File: config.mk
export PLATFORM = sky130hd
export DESIGN_NAME = la_debounce
export DESIGN_NICKNAME = d
export VERILOG_FILES = /design/src/rtl/la_debounce.sv
export SDC_FILE = /design/constraint.sdc
export NUM_CORES = 1
export LEC_CHECK = 0
export ABC_AREA = 1
export CORE_UTILIZATION = 45
export CTS_CLUSTER_SIZE = 12
export DETAILED_ROUTE_END_ITERATION = 7
export GPL_TIMING_DRIVEN = 0
export PLACE_DENSITY_LB_ADDON = 0.25
export SYNTH_ARGS = -nofsm -noshare
export SYNTH_HDL_FRONTEND = slang
export SYNTH_SLANG_ARGS = --single-unit
File: constraint.sdc
create_clock -name clk -period 2.4 [get_ports clk]
set_input_delay 0.48 -clock clk [delete_from_list [all_inputs] [get_ports clk]]
set_output_delay 0.48 -clock clk [all_outputs]
set_load 0.02 [all_outputs]
File: src/rtl/la_debounce.sv
// Synchronizing debouncer: SYNCPIPE-deep synchronizer, settle-count qualification, clean level with rise/fall strobes.
// Optional registered inverse output qn is built when LA_DEBOUNCE_QN_EN is defined.
module la_debounce #(
  parameter       PROP     = "DEFAULT",
  parameter int   SYNCPIPE = 2,
  parameter int   CNTW     = 8
) (
  input  logic            clk,
  input  logic            nreset,
  input  logic            d,
  input  logic [CNTW-1:0] settle,
  output logic            q,
  output logic            rise,
  output logic            fall,
  output logic            busy
`ifdef LA_DEBOUNCE_QN_EN
  ,
  output logic            qn
`endif
);

  logic [SYNCPIPE-1:0] sync_reg;
  logic                s;

  logic                q_reg, q_next;
  logic                rise_reg, rise_next;
  logic                fall_reg, fall_next;
  logic [CNTW-1:0]     cnt_reg, cnt_next;
  logic                upd;

  // Plain flop chain; the non-default branch is where a vendor sync cell gets dropped in.
  generate
    for (genvar gi = 0; gi < SYNCPIPE; gi++) begin : g_sync
      logic stage_in;
      if (gi == 0) begin : g_first
        assign stage_in = d;
      end else begin : g_next
        assign stage_in = sync_reg[gi-1];
      end

      if (PROP == "DEFAULT") begin : g_std
        always_ff @(posedge clk or negedge nreset) begin
          if (!nreset) sync_reg[gi] <= 1'b0;
          else         sync_reg[gi] <= stage_in;
        end
      end else begin : g_cell
        always_ff @(posedge clk or negedge nreset) begin
          if (!nreset) sync_reg[gi] <= 1'b0;
          else         sync_reg[gi] <= stage_in;
        end
      end
    end
  endgenerate

  assign s = sync_reg[SYNCPIPE-1];

  // Any cycle where s matches q discards progress; >= keeps cnt from passing settle.
  always_comb begin
    upd       = 1'b0;
    cnt_next  = cnt_reg;
    rise_next = 1'b0;
    fall_next = 1'b0;
    if (s == q_reg) begin
      cnt_next = '0;
    end else if (cnt_reg >= settle) begin
      upd       = 1'b1;
      cnt_next  = '0;
      rise_next = s;
      fall_next = ~s;
    end else begin
      cnt_next = cnt_reg + CNTW'(1);
    end
    q_next = upd ? s : q_reg;
  end

  always_ff @(posedge clk or negedge nreset) begin
    if (!nreset) begin
      q_reg    <= 1'b0;
      rise_reg <= 1'b0;
      fall_reg <= 1'b0;
      cnt_reg  <= '0;
    end else begin
      q_reg    <= q_next;
      rise_reg <= rise_next;
      fall_reg <= fall_next;
      cnt_reg  <= cnt_next;
    end
  end

  assign q    = q_reg;
  assign rise = rise_reg;
  assign fall = fall_reg;
  assign busy = (s != q_reg);

`ifdef LA_DEBOUNCE_QN_EN
  logic qn_reg;

  always_ff @(posedge clk or negedge nreset) begin
    if (!nreset)  qn_reg <= 1'b1;
    else if (upd) qn_reg <= ~s;
  end

  assign qn = qn_reg;
`endif

endmodule
==> flow_summary_export.csv <==
group,metric,value,unit
layout,layout.nets,131,
route,drc,2,
global_routing,top_usage_layer,"met2",
timing,report.final.slew_viol_count,0,
timing,setup_viol_count_final,0,
synth,netlist.top_cell.by_area,"dfrtp_1",
power_and_ir_drop,power.switching_fraction,33.7,%
clock_network,cts_sinks,13,
synth,synth_async_sr_flop_share,100,%
placed_design,place_worst_setup_slack,0.364,ns
worst_hold_path,hold_path.startpoint,"g_sync[1].stage_in$_DFF_PN0_",
clock_network,clkLatencyLatePin,0.27,ns
route,drt_first_pass_iters,5,
synth,ys.flop_type,"dfrtp_1",
power_and_ir_drop,switching_power,206,uW
layout,largest_reg_flops,8,
route,dr_total_vias,572,
power_and_ir_drop,cellInternalPower,407,uW
setup_path,worst-setup-path-type,"reg -> out",
timing,fin_worst_skew,0.00216,ns
placed_design,post-place-cells,122,
clock_network,root_buffer,"clkbuf_4",
synth,count_of_unique_library_cells_instantiated_by_yosys,17,
clock_network,clk_pin_slew_worst_paths,0.08,ns
route,wire_per_inst,8.99,um
global_routing,overflow,0,
synth,synth.top_cells.by_count,"inv_1, nand2_1, dfrtp_1",
die,design.die.area,1890,sq um
die,dieHeight,43.5,um
synth,netlist_instances,92,
global_routing,global_route_wire_length_before_repair,2.09,mm
setup_path,required,1.92,ns
flow_run,drv.max_cap_violation_count,0,
synth,synth.cell_area,773,sq um
global_routing,first_global_vias,525,
die,effective_utilization_at_floorplan,49.6,%
power_and_ir_drop,worst_vdd_rail_ir_drop,0.406,mV
setup_path,worstPathArrival,1.65,ns
layout,final_cells,126,
power_and_ir_drop,overall_power,613,uW
setup_path,cp-startpoint,"q$_DFFE_PN0P_",
clock_network,cts_max_level,1,
die,boundaryPins,15,
placed_design,dp.final_hpwl,927,um
layout,final_layout_size_suffix_gt1_share,8.18,%
global_routing,grt_max_degree,14,
synth,area_share_of_the_largest_cell_type_after_synthesis,42.1,%
placed_design,replace_congestion,0.762,
die,core,1560,sq um
timing,final_total_negative_setup_slack,0,ns
global_routing,globalRouteTotalUtil,14.9,%
clock_network,numCtsBuffers,3,
global_routing,grt_util_met2,23.6,%
timing,final_hold_viol_count,0,
power_and_ir_drop,clock_power_share,21.3,%
synth,synthTopCellsByArea,"dfrtp_1, ha_1, inv_1, nand2_1, nor2_1",
timing,achievable-frequency,469,MHz
synth,synth_seq_area_share,42.1,%
timing,finalHoldWorstSlack,0.354,ns
synth,synth_area_per_cell,8.40,sq um
die,row_count,14,
clock_network,tritoncts_clock_tree,"done",
timing,tightest_slew,0.560,ns
timing,worst_slack,0.269,ns
synth,flop_and_latch_count_out_of_synthesis,13,
clock_network,holdBufCountCts,0,
placed_design,numPortBuffers,14,
route,drt-vias-per-instance,4.54,
clock_network,cts_buffer_depth,2,
setup_path,cp-start-kind,"register",
worst_hold_path,hold_path.class,"reg -> reg",
setup_path,critPathCaptureType,"output pin",
synth,synth_enable_flop_cells,0,
layout,area_growth,24.3,%
setup_path,crit_path_max_fanout,3,
route,initialDrtViolationCount,7,
timing,timing.final.crit_period,2.13,ns
global_routing,global_route.usage.met1,20.4,%
placed_design,postPlaceCellArea,933,sq um
synth,yosys_warnings,0,
run_status,failed_checks,"design-rule violations",
clock_network,post_cts_repair_resize_count,0,
timing,finalCritPeriodShare,88.8,%
layout,finish.instance_area,961,sq um
setup_path,r2r_start,"cnt_reg[3]$_DFF_PN0_",
setup_path,reg2reg_setup_slack,0.94,ns
layout,final_standard_cell_utilization_of_the_core,61.6,%
layout,antenna_cells,0,
synth,net_count_of_the_mapped_netlist,112,
power_and_ir_drop,leakagePower,0.535,nW
die,die_width,43.5,um
power_and_ir_drop,p_per_area,638,nW/um^2
global_routing,gr-usage-met3,3.75,%
route,routed_wl,1.13,mm
clock_network,cts_setup_buffers,0,
timing,grt_setup_unrepaired,"no",
route,route.antenna.remaining_nets,0,
power_and_ir_drop,combinational_power_share,34.0,%
global_routing,grt_antenna_before_repair,0,
run_status,status,"complete, but fails checks",
timing,worst_slew_margin_rel,62.6,%
power_and_ir_drop,relative_contribution_of_sequential_cells_to_total_power,44.7,%
[power groups by stage]
stage	Clock, mW	Sequential (mW)	Combinational [mW]
2_1_floorplan	0	0.282	0.129
3_3_place_gp	0	0.277	0.207
3_5_place_dp	0	0.278	0.211
4_1_cts	0.136	0.274	0.214
5_1_grt	0.150	0.278	0.242
6_report	0.131	0.274	0.208
[worst paths after layout]
path	end	cells after the start
setup / recovery	busy	4
hold / removal	s$_DFF_PN0_	0
setup reg to reg	q$_DFFE_PN0P_	9
hold reg to reg	s$_DFF_PN0_	0
max in group asynchronous	rise$_DFF_PN0_	1
min in group asynchronous	cnt_reg[3]$_DFF_PN0_	1
[worst max-delay path, stage by stage, from the launching register on]
cell             delay (ns)
dfrtp_1                0.39
inv_1                  0.06
or2_1                  0.24
nand2_2                0.10
clkdlybuf4s50_1        0.60
[logic make-up after synthesis]
| family | count (synthesis) | synth area share [%] |
|---|---|---|
| simple gates | 42 | 25.7 |
| fa+ha+maj | 9 | 14.6 |
| flops | 13 | 42.1 |
| xor+xnor | 5 | 5.66 |
| buf+inv | 20 | 9.71 |
| compound gates | 3 | 2.27 |
[layout by cell type, fill, tap and decap left out, drive strengths merged]
| cell type | count |
|---|---|
| xor2 | 3 |
| dfrtp | 13 |
| a21o | 1 |
| nor3 | 1 |
| clkbuf | 3 |
| clkdlybuf4s50 | 14 |
| nand2 | 21 |
| inv | 20 |
| a21oi | 2 |
| nor2 | 12 |
| xnor2 | 2 |
| or2 | 2 |
| nand3 | 4 |
| ha | 9 |
| clkinv | 1 |
| nand4 | 2 |
[final cells by class]
type | count | area [sq um]
clock buffer | 3 | 22.5
clock inverter | 1 | 5.00
fill | 136 | 598
inverter | 20 | 75.1
multi-input combinational | 59 | 373
sequential | 13 | 325
tap | 16 | 20.0
timing repair buffer | 14 | 140
[metal layers]
metal / part of all wire [%] / up-vias
met1: 52 / 247
met4: 0 / 0
li1: - / 318
met3: 3.7 / 0
met2: 44 / 7
met5: 0 / -
Note: power is estimated with default switching activity, not from simulation.
